<file path="config.mk">
export PLATFORM = sky130hd
export DESIGN_NAME = ant_nav_fsm
export DESIGN_NICKNAME = d
export VERILOG_FILES = /design/src/rtl/ant_nav_fsm_pkg.sv /design/src/rtl/ant_step_timer.sv /design/src/rtl/ant_nav_fsm.sv
export SDC_FILE = /design/constraint.sdc
export NUM_CORES = 1
export LEC_CHECK = 0
export ABC_CLOCK_PERIOD_IN_PS = 1600
export CAP_MARGIN = 10
export CORE_ASPECT_RATIO = 0.9
export CORE_MARGIN = 3
export CORE_UTILIZATION = 30
export CTS_BUF_LIST = sky130_fd_sc_hd__clkbuf_4
export CTS_CLUSTER_DIAMETER = 120
export CTS_CLUSTER_SIZE = 12
export DETAILED_ROUTE_END_ITERATION = 16
export PLACE_DENSITY_LB_ADDON = 0.3
export SLEW_MARGIN = 20
export SYNTH_ARGS = -nofsm -noshare
export SYNTH_HDL_FRONTEND = slang
export SYNTH_SLANG_ARGS = --single-unit
</file>
<file path="constraint.sdc">
create_clock -name CLK -period 1.6 [get_ports CLK]
set_input_delay 0.32 -clock CLK [delete_from_list [all_inputs] [get_ports CLK]]
set_output_delay 0.32 -clock CLK [all_outputs]
set_load 0.02 [all_outputs]
</file>
<file path="src/rtl/ant_nav_fsm_pkg.sv">
// Shared types for the wall-following ant controller: state codes and the
// Moore motor-command decode used by the top level.
package ant_nav_fsm_pkg;

    typedef enum logic [1:0] {
        ST_LOST = 2'd0,
        ST_A    = 2'd1,
        ST_B    = 2'd2,
        ST_E    = 2'd3
    } ant_state_e;

    // Returns {fw, tleft, tright}; "away" is left when following a right-hand wall.
    function automatic logic [2:0] motor_cmd(input ant_state_e st, input logic mode);
        logic [2:0] cmd;
        case (st)
            ST_LOST: cmd = 3'b100;
            ST_A:    cmd = {1'b1, mode, ~mode};
            ST_B:    cmd = {1'b1, ~mode, mode};
            ST_E:    cmd = {1'b0, mode, ~mode};
            default: cmd = 3'b100;
        endcase
        return cmd;
    endfunction

endpackage

</file>
<file path="src/rtl/ant_step_timer.sv">
// Step-gated clear/increment counter that flags when it has reached LIMIT-1.
// It never counts past LIMIT-1, so the flag stays up until the next clear.
module ant_step_timer #(
    parameter int unsigned LIMIT = 1,
    parameter int unsigned W     = 1
) (
    input  logic clk,
    input  logic reset,
    input  logic en,
    input  logic clr,
    input  logic inc,
    output logic expired
);

    localparam logic [W-1:0] LAST = W'(LIMIT - 1);

    logic [W-1:0] cnt_q;
    logic [W-1:0] cnt_d;

    // Next count: clear wins over increment, increment stops at LAST.
    always_comb begin
        cnt_d = cnt_q;
        if (en && clr) begin
            cnt_d = {W{1'b0}};
        end else if (en && inc && (cnt_q != LAST)) begin
            cnt_d = cnt_q + W'(1'b1);
        end else begin
            cnt_d = cnt_q;
        end
    end

    // Counter register with synchronous reset.
    always_ff @(posedge clk) begin
        if (reset) begin
            cnt_q <= {W{1'b0}};
        end else begin
            cnt_q <= cnt_d;
        end
    end

    assign expired = (cnt_q == LAST);

endmodule

</file>
<file path="src/rtl/ant_nav_fsm.sv">
// Wall-following navigation FSM for the ant robot: selectable wall side,
// step-enable, turn hold when blocked, wall-lost timeout and step odometer.
module ant_nav_fsm
    import ant_nav_fsm_pkg::*;
#(
    parameter int unsigned LOST_TIMEOUT = 8,
    parameter int unsigned TURN_HOLD    = 2,
    parameter int unsigned CNT_W        = 16
) (
    input  logic             CLK,
    input  logic             reset,
    input  logic             step,
    input  logic             LAntenna,
    input  logic             RAntenna,
    input  logic             follow_right,
    output logic             FW,
    output logic             TLeft,
    output logic             TRight,
    output logic [1:0]       state_out,
    output logic             lost_flag,
    output logic [CNT_W-1:0] step_count
);

    localparam int unsigned MISS_W = $clog2(LOST_TIMEOUT + 1);
    localparam int unsigned HOLD_W = $clog2(TURN_HOLD + 1);
    localparam logic [CNT_W-1:0] CNT_MAX = {CNT_W{1'b1}};

    ant_state_e       state_q, state_d;
    logic             mode_q, mode_d;
    logic             lost_flag_q, lost_flag_d;
    logic             fw_q, fw_d;
    logic             tleft_q, tleft_d;
    logic             tright_q, tright_d;
    logic [CNT_W-1:0] step_count_q, step_count_d;

    logic wall_s, far_s;
    logic miss_exp_s, hold_exp_s;
    logic miss_clr_s, miss_inc_s, hold_clr_s, hold_inc_s;

    assign wall_s = mode_q ? RAntenna : LAntenna;
    assign far_s  = mode_q ? LAntenna : RAntenna;

    // Counters clear on entry to their state and count only on self-loops.
    assign miss_clr_s = (state_d == ST_B) && (state_q != ST_B);
    assign miss_inc_s = (state_d == ST_B) && (state_q == ST_B);
    assign hold_clr_s = (state_d == ST_E) && (state_q != ST_E);
    assign hold_inc_s = (state_d == ST_E) && (state_q == ST_E);

    ant_step_timer #(.LIMIT(LOST_TIMEOUT), .W(MISS_W)) u_miss_timer (
        .clk     (CLK),
        .reset   (reset),
        .en      (step),
        .clr     (miss_clr_s),
        .inc     (miss_inc_s),
        .expired (miss_exp_s)
    );

    ant_step_timer #(.LIMIT(TURN_HOLD), .W(HOLD_W)) u_hold_timer (
        .clk     (CLK),
        .reset   (reset),
        .en      (step),
        .clr     (hold_clr_s),
        .inc     (hold_inc_s),
        .expired (hold_exp_s)
    );

    // State, mode latch, registered outputs and odometer.
    always_ff @(posedge CLK) begin
        if (reset) begin
            state_q      <= ST_LOST;
            mode_q       <= follow_right;
            lost_flag_q  <= 1'b0;
            fw_q         <= 1'b1;
            tleft_q      <= 1'b0;
            tright_q     <= 1'b0;
            step_count_q <= {CNT_W{1'b0}};
        end else begin
            state_q      <= state_d;
            mode_q       <= mode_d;
            lost_flag_q  <= lost_flag_d;
            fw_q         <= fw_d;
            tleft_q      <= tleft_d;
            tright_q     <= tright_d;
            step_count_q <= step_count_d;
        end
    end

    // Next state, mode latch and timeout pulse; everything holds without step.
    always_comb begin
        state_d     = state_q;
        mode_d      = mode_q;
        lost_flag_d = 1'b0;
        if (step) begin
            if (state_q == ST_LOST) begin
                mode_d = follow_right;
            end else begin
                mode_d = mode_q;
            end
            case (state_q)
                ST_LOST: begin
                    if (far_s)       state_d = ST_E;
                    else if (wall_s) state_d = ST_A;
                    else             state_d = ST_LOST;
                end
                ST_A: begin
                    if (far_s)       state_d = ST_E;
                    else if (wall_s) state_d = ST_A;
                    else             state_d = ST_B;
                end
                ST_B: begin
                    if (far_s) begin
                        state_d = ST_E;
                    end else if (wall_s) begin
                        state_d = ST_A;
                    end else if (miss_exp_s) begin
                        state_d     = ST_LOST;
                        lost_flag_d = 1'b1;
                    end else begin
                        state_d = ST_B;
                    end
                end
                ST_E: begin
                    if (!hold_exp_s)  state_d = ST_E;
                    else if (far_s)   state_d = ST_E;
                    else if (wall_s)  state_d = ST_A;
                    else              state_d = ST_B;
                end
                default: state_d = ST_LOST;
            endcase
        end else begin
            state_d = state_q;
        end
    end

    // Motor commands are decoded from the upcoming state so they register in step with it.
    always_comb begin
        {fw_d, tleft_d, tright_d} = motor_cmd(state_d, mode_d);
        step_count_d = step_count_q;
        if (step && fw_q && (step_count_q != CNT_MAX)) begin
            step_count_d = step_count_q + CNT_W'(1'b1);
        end else begin
            step_count_d = step_count_q;
        end
    end

    assign FW         = fw_q;
    assign TLeft      = tleft_q;
    assign TRight     = tright_q;
    assign state_out  = state_q;
    assign lost_flag  = lost_flag_q;
    assign step_count = step_count_q;

endmodule

</file>
Word-level counts from Yosys, hierarchy flattened --
Cells that the tools add are included.
Storage, ports and cells: output and inout port bits 22, logic and storage cells 62, flip-flop bits (word level) 29
Operators by class: bitwise logic cells 3, muxes and demuxes 17, add/sub/neg operators 3, reduce and logical (&&, ||, !) cells 17, equality and inequality tests 13
Operators with widths (number):
- 16-bit by 1-bit adder with 16-bit output, second input constant | 1
- 2-bit two-way mux | 8
- 16-bit != test, second input constant | 1
- 1-bit logical AND | 12
- 3-bit one-hot mux with 4 select lines | 1
- 2-bit == test, second input constant | 4
- 2-bit one-hot mux with 4 select lines | 1
- 1-bit two-way mux | 7
- 2-bit by 1-bit == test with 1-bit output, second input constant | 3
- 5-bit OR reduction | 1
- 4-bit by 1-bit adder with 4-bit output, second input constant | 1
- 4-bit by 3-bit == test with 1-bit output, second input constant | 1
- 2-bit logical NOT | 2
- 2-bit != test, second input constant | 2
- 4-bit by 3-bit != test with 1-bit output, second input constant | 1
- 2-bit OR reduction | 2
- 1-bit inverter | 3
- 2-bit by 1-bit adder with 2-bit output, second input constant | 1
- 2-bit by 1-bit != test with 1-bit output, second input constant | 1

Depth between registers and ports, before layout --
depth in word-level cells 10, depth in mapped cells 7, gate-level depth less buffers 7

Cells and area by module --
A second synthesis with hierarchy kept.
Unflattened totals: cell total of the unflattened synthesis 173, area total of the unflattened synthesis 1552.7 um^2
By module, submodules not included:
- ant_nav_fsm | area each 1243.7 um^2, instances 1, cells an instance 140
- ant_step_timer at u_miss_timer | area each 201.4 um^2, instances 1, cells an instance 23
- ant_step_timer at u_hold_timer | area each 107.6 um^2, instances 1, cells an instance 10

Worst setup path after synthesis --
Ideal clock, no wire load.
path kind reg2reg, start register step_count_q[0] (netlist: step_count[0]), end register step_count_q[10] (netlist: step_count[10]), path buffers 0, required time 1.472 ns, slack -0.214 ns, setup time 0.128 ns, stages on the path, launching flop included 7, period minus slack after synthesis 1.814 ns, arrival 1.686 ns, cells stage by stage dfxtp_1 -> ha_1 -> nand4_1 -> o41ai_4 -> nor3_1 -> xnor2_1 -> nor2_1
Between the ends: cells in the longest elaborated chain, start to end 2, elaborated cells on any way between the ends 3, those cells by class add/sub: 1; eq/ne: 1; reduce/logical: 1
Ends and longest elaborated chain:
- start, declared | line ant_nav_fsm.sv:34 | logic [CNT_W-1:0] step_count_q, step_count_d;
- start signal, assigned | line ant_nav_fsm.sv:76 | step_count_q <= {CNT_W{1'b0}};
- start signal, assigned | line ant_nav_fsm.sv:84 | step_count_q <= step_count_d;
- branches (longest 2 deep; another with 16-bit by 1-bit adder with 16-bit output)
Several ways; the timed one is not identified. A chain may end at the register's enable or synchronous reset.

Worst setup path after layout --
start register mode_q, end register u_miss_timer.cnt_q[3]
Between the ends: cells in the longest elaborated chain, start to end 10, elaborated cells on any way between the ends 18, those cells by class eq/ne: 1; mux: 11; reduce/logical: 6
Ends and longest elaborated chain:
- start, declared | line ant_nav_fsm.sv:29 | logic mode_q, mode_d;
- start signal, assigned | line ant_nav_fsm.sv:71 | mode_q <= follow_right;
- start signal, assigned | line ant_nav_fsm.sv:79 | mode_q <= mode_d;
- 1-bit two-way mux | line ant_nav_fsm.sv:40 | assign wall_s = mode_q ? RAntenna : LAntenna;
- 2-bit two-way mux | line ant_nav_fsm.sv:107, ant_nav_fsm.sv:125
- 2-bit two-way mux | line ant_nav_fsm.sv:106 | if (far_s) state_d = ST_E;
- 2-bit two-way mux | line ant_nav_fsm.sv:123 | if (!hold_exp_s) state_d = ST_E;
- 2-bit one-hot mux with 4 select lines * | line ant_nav_fsm.sv:99 | case (state_q)
- 2-bit two-way mux * | line ant_nav_fsm.sv:93 | if (step) begin
- 2-bit == test * | line ant_nav_fsm.sv:44, ant_nav_fsm.sv:45
- 1-bit logical AND, on equally long branches | line ant_nav_fsm.sv:44, ant_nav_fsm.sv:45
- 1-bit logical AND, on equally long branches | line ant_step_timer.sv:23, ant_step_timer.sv:25
- 2-bit OR reduction (no line) / 1-bit logical AND (equally long branches)
- end signal, assigned | line ant_step_timer.sv:35 | cnt_q <= {W{1'b0}};
- end signal, assigned | line ant_step_timer.sv:37 | cnt_q <= cnt_d;
- end, declared | line ant_step_timer.sv:17 | logic [W-1:0] cnt_q;
Every way passes the cells marked *; elsewhere a longest branch is shown, timed or not.

==> results.md <==
- Max-Cap Viols: 0
- First-pass GRT wire length: between 6 and 7 mm
- Cell Rows: 23
- Seq/Total Area, Yosys: about two fifths
- Gr ovfl total: 0
- Fmax: 595 MHz
- Worst-Margin Slew: 0.380 ns
- Fin. max-slew vios: 0
- Ratio of cells with drive above 1 in the final layout: between 40% and 50%
- Cells after DPL: 290
- Worst slew margin: ~75%
- Worst Skew: roughly 0.015 ns
- Routability cong.: just over 0.8
- Top_reg_cell synth: dfxtp_1
- Number of synthesized flops with an enable pin: 0
- Core area: 4600 um2
- Largest cells by area after synthesis: dfxtp_1 39%, xnor2_1 7.7%, nor2_1 6.3%
- PortBufs: 27
- Drt pass-1 iters: 4
- Reg-to-reg startpoint: mode_q$_DFF_P_
- Drt initial violations: approximately 150
- Antenna viol nets, final: 0
- Final worst slack: -0.0812 ns
- Critical path peak fanout: 5
- Routed WL: 3.92 mm
- Leak: 1.08 nW
- CP Capture Type: register
- Period utilisation layout: 105%
- Synth Instances: approximately 170
- Internal reg-to-reg setup slack: -0.08 ns
- CP Data Required Time: approximately 1.8 ns
- Die area: slightly below 6000 um2
- Unrepaired setup endpoints after global routing: yes
- Vias in the first global route: 1,267
- H-tree depth: 2
- Synth cell count leaders: 29 x dfxtp_1, 25 x nor2_1, 13 x xnor2_1
- Root Buffer: clkbuf_4
- Syn nets: around 180
- Fin util: 53.3%
- Total GRT Usage: 13.4%
- Antenna diodes: 0
- Largest net degree at the start of global routing: 14
- Hold Path Class: primary input to register
- Pwr/cell area: about 640 nW/um2
- Failing checks: setup timing
- Library cells used by synthesis: 47
- Reg2reg end: u_miss_timer.cnt_q[3]$_SDFFE_PP0P_
- Worst vdd ir: 264 uV
- Nature of the critical path startpoint: register
- Total number of yosys warnings: 0
- CTS clk-pin slew, worst paths: ~0.090 ns
- Worst R2R Path Depth: 5
- CTS Sinks: 29
- DRC Markers: 0
- TritonCTS clock tree: yes
- Total clock buffers created by CTS: 5
- Synthesis-stage register bit count: 29
- Final cell count without fillers: 310
- Final Setup Violations: 7
- Post-route minimum period: between 1.5 and 2 ns
- CP startpoint: mode_q$_DFF_P_
- Syn avg cell area: 8.92 um2
- Mapped Area: 1480 um2
- Vias per cell: between 4 and 5
- Chip height: roughly 73 um
- Max clock buf depth: 2
- Status: finished with violations
- Fin. Hold Viols: 0
- Nets: between 200 and 300
- Post-DP HPWL: 2.68 mm
- Most common cell in the synthesized netlist: dfxtp_1
- Initial antenna violation count: 0
- Clk Latency, worst-skew pair: 0.33 ns
- Post-synth ARST share: 0%
- Post-synth top area cell: dfxtp_1
- Area Overhead vs Synth: 65.7%
- Vias: around 1,500
- Starting density of the core: 32.1%
- Die W: between 80 and 90 um
- Share of the synthesized area in the top cell type: about two fifths
- Fillers: around 430
- I/O pins: 28
- Setup crit end: u_miss_timer.cnt_q[3]$_SDFFE_PP0P_
- Crit path kind: register to register
- Average wire per standard cell: 12.6 um
- WP data arrival: around 1.9 ns
==> kinds of logic (layout without fill, tap and decap cells) <==
logic type / after synthesis / after routing / synth area share (%)
fa+ha+maj: 3 / 3 / 2.54
mux: 6 / 6 / 4.31
compound gates: 25 / 25 / 12.7
simple gates: 74 / 74 / 28.0
xor+xnor: 16 / 16 / 9.47
flops: 29 / 29 / 39.2
buf+inv: 13 / 95 / 3.80
==> critical path, cell delays in order (launching register included) <==
cell	delay, ns
dfxtp_2	0.36
mux2_4	0.30
or3_4	0.43
o211ai_1	0.24
xor2_1	0.17
nor2_1	0.05
==> cell usage in the layout, fill, tap and decap left out, types with 2 or more instances in the layout <==
cell and count:
buf_4 51, nor2_1 25, dlygate4sd2_1 20, dfxtp_1 14
xnor2_1 13, dfxtp_2 12, nand2_1 11, nand3_1 8
clkbuf_4 8, a21oi_1 7, inv_1 4, dlymetal6s2s_1 4
buf_6 4, mux2i_1 3, or2_1 3, nor4_2 3
nor4_1 3, a21oi_2 3, xor2_1 3, clkdlybuf4s50_1 3
dfxtp_4 3, mux2_4 2, or3_4 2, nand3b_1 2
nand4_1 2, nor3_2 2, or3_1 2, o211ai_1 2
a211oi_2 2, ha_4 2
==> sequential cells by signal, indices dropped and copies added, names as in the netlist <==
signal and cells:
step_count 16, mode_q 1, FW 1, state_out 2, u_hold_timer.cnt_q 2, TRight 1
lost_flag 1, u_miss_timer.cnt_q 4, TLeft 1
==> report_power, final <==
group | internal [W] | switching, W
Combinational | 0.000181 | 0.000147
Clock | 0.000226 | 0.000250
Sequential | 0.000745 | 0.0000218
Total | 0.00115 | 0.000419
==> through the flow <==
| stage | TNS, ns | setup slack [ns] | hold slack, ns | power, W | area (um2) |
|---|---|---|---|---|---|
| 3_3_place_gp | -8.09 | -0.457 | 0.473 | 0.00106 | 2170 |
| 2_1_floorplan | -1.42 | -0.177 | 0.454 | 0.000926 | 1550 |
| 5_1_grt | -0.979 | -0.126 | 0.430 | 0.00166 | 2450 |
| 6_report | -0.324 | -0.0812 | 0.416 | 0.00157 | 2450 |
| 3_5_place_dp | -8.58 | -0.446 | 0.484 | 0.00106 | 2170 |
| 4_1_cts | -0.268 | -0.0662 | 0.510 | 0.00155 | 2300 |
==> repair_timing <==
item,4_1_cts,5_1_grt
cloned,1,0
setup endpoints to repair,40,26
resized for setup,37,26
pin swaps,11,12
buffers inserted,4,7
hold buffers,0,0
==> layer usage <==
layer | share of wire (%) | vias to the layer above | track usage, %
li1 | - | 742 | -
met1 | 52 | 687 | 19.9
met2 | 43 | 27 | 18.4
met3 | 3.1 | 8 | 3.33
met4 | 1.7 | 0 | 5.07
met5 | 0 | - | 0
==> area by class of cell <==
cell class | instances | area (um2) | share of cell area, %
Timing Repair Buffer | 82 | 683 | 27.9
Inverter | 5 | 18.8 | 0.765
Clock buffer | 8 | 60.1 | 2.45
Sequential cell | 29 | 607 | 24.7
Multi-Input combinational cell | 124 | 1010 | 41.0
Tap cell | 62 | 77.6 | 3.16
==> worst min-delay path by stage <==
| stage | slack, ns | from | depth (start not counted) | to |
|---|---|---|---|---|
| finish | 0.42 | RAntenna | 3 | lost_flag$_SDFF_PP0_ |
| global route | 0.43 | RAntenna | 3 | lost_flag$_SDFF_PP0_ |
| CTS | 0.51 | u_hold_timer.cnt_q[1]$_SDFFE_PP0P_ | 2 | u_hold_timer.cnt_q[1]$_SDFFE_PP0P_ |
| detailed placement | 0.48 | u_hold_timer.cnt_q[1]$_SDFFE_PP0P_ | 2 | u_hold_timer.cnt_q[1]$_SDFFE_PP0P_ |
| global placement | 0.47 | u_hold_timer.cnt_q[1]$_SDFFE_PP0P_ | 2 | u_hold_timer.cnt_q[1]$_SDFFE_PP0P_ |
| floorplan | 0.45 | u_hold_timer.cnt_q[1]$_SDFFE_PP0P_ | 2 | u_hold_timer.cnt_q[1]$_SDFFE_PP0P_ |
Note: power is estimated with default switching activity, not from simulation.
